<file path="src/rtl/mem_arbiter.sv">
// mem_arbiter: arbitrates a fetch (read-only) port and a data (read/write) port
// onto one synchronous memory interface. Each access takes three cycles:
// grant in IDLE, address phase (F_ACC/D_ACC), ack phase (F_DONE/D_DONE).
// Define MEM_ARB_RR_EN for round-robin tie-breaking; without it data
// always wins a simultaneous request.
module mem_arbiter (
  input  logic        clk,
  input  logic        reset,
  input  logic        f_req,
  input  logic [7:0]  f_addr,
  output logic        f_ack,
  output logic [15:0] f_rdata,
  input  logic        d_req,
  input  logic        d_we,
  input  logic [7:0]  d_addr,
  input  logic [15:0] d_wdata,
  output logic        d_ack,
  output logic [15:0] d_rdata,
  output logic [7:0]  m_addr,
  output logic        m_we,
  output logic [15:0] m_wdata,
  input  logic [15:0] m_rdata,
  output logic        busy,
  output logic        owner
);

  typedef enum logic [2:0] {
    IDLE   = 3'd0,
    F_ACC  = 3'd1,
    F_DONE = 3'd2,
    D_ACC  = 3'd3,
    D_DONE = 3'd4
  } state_t;

  state_t state, next_state;
  logic   grant_f, grant_d;

`ifdef MEM_ARB_RR_EN
  // 1 = data was served last, so fetch wins the first tie after reset
  logic last_served;
`endif

  // State register; reset aborts any access in flight
  always_ff @(posedge clk or negedge reset) begin
    if (!reset) state <= IDLE;
    else        state <= next_state;
  end

  // Arbitration in IDLE and the fixed walk through the access phases
  always_comb begin
    next_state = state;
    grant_f    = 1'b0;
    grant_d    = 1'b0;
    case (state)
      IDLE: begin
        if (f_req && d_req) begin
`ifdef MEM_ARB_RR_EN
          if (last_served) grant_f = 1'b1;
          else             grant_d = 1'b1;
`else
          grant_d = 1'b1;
`endif
        end else if (f_req) begin
          grant_f = 1'b1;
        end else if (d_req) begin
          grant_d = 1'b1;
        end
        if (grant_f) next_state = F_ACC;
        if (grant_d) next_state = D_ACC;
      end
      F_ACC:   next_state = F_DONE;
      F_DONE:  next_state = IDLE;
      D_ACC:   next_state = D_DONE;
      D_DONE:  next_state = IDLE;
      default: next_state = IDLE;
    endcase
  end

`ifdef MEM_ARB_RR_EN
  // Remember which port won the most recent grant for the next tie
  always_ff @(posedge clk or negedge reset) begin
    if (!reset)       last_served <= 1'b1;
    else if (grant_f) last_served <= 1'b0;
    else if (grant_d) last_served <= 1'b1;
  end
`endif

  // Latch the granted request into the memory port and capture read data
  always_ff @(posedge clk or negedge reset) begin
    if (!reset) begin
      m_addr  <= 8'h00;
      m_we    <= 1'b0;
      m_wdata <= 16'h0000;
      owner   <= 1'b0;
      f_rdata <= 16'h0000;
      d_rdata <= 16'h0000;
    end else begin
      if (grant_f) begin
        m_addr <= f_addr;
        m_we   <= 1'b0;
        owner  <= 1'b0;
      end
      if (grant_d) begin
        m_addr  <= d_addr;
        m_we    <= d_we;
        m_wdata <= d_wdata;
        owner   <= 1'b1;
      end
      if (state == F_ACC) f_rdata <= m_rdata;
      if (state == D_ACC) begin
        // m_we still holds the latched direction here; writes leave d_rdata alone
        if (!m_we) d_rdata <= m_rdata;
        m_we <= 1'b0;
      end
    end
  end

  // Acks and busy decode straight from the state so reset clears them at once
  always_comb begin
    f_ack = (state == F_DONE);
    d_ack = (state == D_DONE);
    busy  = (state != IDLE);
  end

endmodule

</file>
<file path="config.mk">
export PLATFORM = sky130hd
export DESIGN_NAME = mem_arbiter
export DESIGN_NICKNAME = d
export VERILOG_FILES = /design/src/rtl/mem_arbiter.sv
export SDC_FILE = /design/constraint.sdc
export NUM_CORES = 1
export LEC_CHECK = 0
export ABC_AREA = 1
export CAP_MARGIN = 10
export CORE_ASPECT_RATIO = 1.4
export CORE_MARGIN = 4
export CORE_UTILIZATION = 40
export DETAILED_ROUTE_END_ITERATION = 8
export GPL_TIMING_DRIVEN = 0
export PLACE_DENSITY = 0.8
export SYNTH_ARGS = -nofsm -noshare
export SYNTH_HDL_FRONTEND = slang
export SYNTH_SLANG_ARGS = --single-unit
</file>
<file path="constraint.sdc">
create_clock -name clk -period 2.91 [get_ports clk]
set_clock_uncertainty 0.05 [all_clocks]
set_input_delay 0.582 -clock clk [delete_from_list [all_inputs] [get_ports clk]]
set_output_delay 0.582 -clock clk [all_outputs]
set_load 0.03 [all_outputs]
</file>
==> impl_metrics.toml <==
[sta]
fin_crit_ns = 2.716
tightest_slew_ns = 0.7501
relSlewSlack = 0.4999
tns_ns = 0
drv_slew = 0
grt_setup_unrepaired = "false"
hold_viol = 0
setup_viol = 0
finalCritPeriodShare = 0.9334
fmax_ghz = 0.3682

[yosys]
synth_ff_type = "dfrtp_1"
avgSynthCellArea_um2 = 8.611
synth_top_area_share = 0.5969
synth-edff-count = 0
ys_async_sr_fraction = 1.000
ys_ff_latch = 61
synthTopCellsByArea = "dfrtp_1 60%, nand2_1 21%, nand3_1 4.9%"
syn_nets = 350
seq_area_frac_synth = 0.5969
yosysUniqueCellTypes = 16
syn_inst = 297
yosysWarnings = 0
yosys.area.top_type = "dfrtp_1"
syn_area_mm2 = 0.002557

[global_routing]
grt_overflow = 0
grt_pass1_wl_um = 11570
grt_pass1_vias = 2422
met3_usage = 0.08585
grt_start_max_net_pins = 33
grtUsageTotal = 0.1955
busiest_layer = "met2"
grt_use_met2 = 0.3120
grt_use_met1 = 0.2356
antenna_found_initial = 0

[clock_network]
cts_hold_buf = 0
clk_path_buf_depth = 2
numClockSinks = 61
path_clk_slew_ns = 0.07
ctsResizeCount = 0
cts_buffers = 9
clkLatencyLatePin_ns = 0.33
h-tree-depth = 3
cts_root_buf = "clkbuf_8"
cts_tree = "done"
postCtsSetupBuffers = 0

[drt]
via_count = 2370
drtPass1Iterations = 6
drtIter0Drc = 84
drtAntennaViolNets = 0
routed_wl_um = 7086
drc = 0
post_drt_wl_per_cell_um = 14.20
viasPerCell = 4.749

[run_status]
run_status = "completed"

[power]
p_total_uw = 4938
ir_worst_vdd_uv = 580.2
switching_share = 0.4583
cellPowerDensity_mw_per_mm2 = 1243
p_clk_frac = 0.138
p_switching_uw = 2263
combPwrFrac = 0.556
seqPwrFrac = 0.306
p_int_uw = 2675
p_leak_uw = 0.001971

[critical_path]
worstPathMaxFanout = 10
critPathArrivalTime_ns = 2.08
critPathKind = "register to output pin"
cpMaxStageDelayCell = "clkdlybuf4s50_1"
cp.required_ns = 2.28
slowest_delay_ns = 0.72
cp-end-kind = "output pin"
path_common_cell = "buf_2"
cp.buffers_inverters = 3
cp_top_family = "buffers and inverters"
startpoint_type = "register"
cp_cell_sequence = "buf_2, buf_2, nor3_1, clkdlybuf4s50_1"

[layout]
layout_commonest_cell = "nand2_1"
finalCoreUtilization = 0.6394
syn_to_final_growth_pct = 55.28
drive_above_1_share = 0.09602
final_cells = 499
antenna_cells = 0
final_cell_mix = "140 x nand2_1, 112 x clkdlybuf4s50_1, 61 x dfrtp_1"
fin_nets = 475

[placed_design]
dpl.hpwl_um = 5202
io_buffers = 113
routabilityCongestion = 0.7509
dp.cells = 483

[die]
initial_core_util = 0.4118
die_h_um = 102.6
dieArea_mm2 = 0.007755
num_rows = 34
core_mm2 = 0.006211
die_w_um = 75.58
ioPinCount = 114

[run]
cap_violations = 0

[hold_path]
hold_class = "primary input to async pin"
-- metal layers --
layer	vias up	wire length [µm]
li1	1180	-
met1	1093	2855
met2	87	3462
met3	10	673
met4	0	94
met5	-	0
-- final cells by class --
class	instances	area, µm²
fill	523	2240
sequential	61	1526
timing repair buffer	114	1146
multi-input combinational	202	880.8
clock buffer	12	155.1
tap	72	90.09
inverter	21	78.83
buffer	13	71.32
clock inverter	4	22.52
-- worst reg2reg max path, stage by stage (launching register included) --
cell	delay, ns
dfrtp_1	0.44
nor2_2	0.34
nand2_2	0.20
buf_2	0.24
nand2_1	0.08
nand2_1	0.05
-- registers in the layout, summed over array words and instances, names as in the netlist --
name and count:
m_wdata 16, m_addr 8, state 3, owner 1, m_we 1, d_rdata 16, f_rdata 16
-- power by group through the flow --
stage                     Combinational, µW  Clock, µW  Sequential, µW
final                                  2750        681            1510
after global routing                   2980        730            1560
after CTS                              2780        694            1510
after detailed placement               2770          0            1520
after global placement                 2720          0            1510
after floorplan                         811          0            2270
-- cell families after synthesis --
kind of cell	after synthesis	synth area share
buffers and inverters	34	0.05871
flip-flops	61	0.5969
AO/OA/AOI/OAI	17	0.03327
AND/OR/NAND/NOR	185	0.3112
-- through the flow --
step | cell area (µm²) | hold slack [ns] | worst slack [ns]
finish | 3971 | 0.2677 | 0.1938
global route | 3971 | 0.3148 | 0.1046
CTS | 3971 | 0.2766 | 0.1663
detailed placement | 3794 | 0.4078 | 0.5409
global placement | 3779 | 0.4047 | -0.7373
floorplan | 2557 | 0.2364 | 0.8314
-- Yosys cell counts, types with 2 or more instances --
library cell,instances
buf_2,9
buf_4,3
dfrtp_1,61
inv_1,19
inv_2,2
nand2_1,140
nand2_2,2
nand3_1,25
nand3_2,2
nand4_1,8
nor2_2,3
nor2_4,2
nor3_1,2
o21ai_0,17
-- path summary, 6_finish.rpt --
kind	end	from	slack [ns]	depth (start not counted)
setup reg to reg	f_rdata[14]	state[1]	1.41	5
hold / removal	f_rdata[9]	reset	0.27	1
hold reg to reg	f_rdata[10]	f_rdata[10]	0.42	2
max in group asynchronous	m_wdata[7]	reset	1.93	2
setup / recovery	f_ack	state[0]	0.19	4
min in group clk	f_rdata[10]	f_rdata[10]	0.42	2
Power figures use the tool's default switching activity.
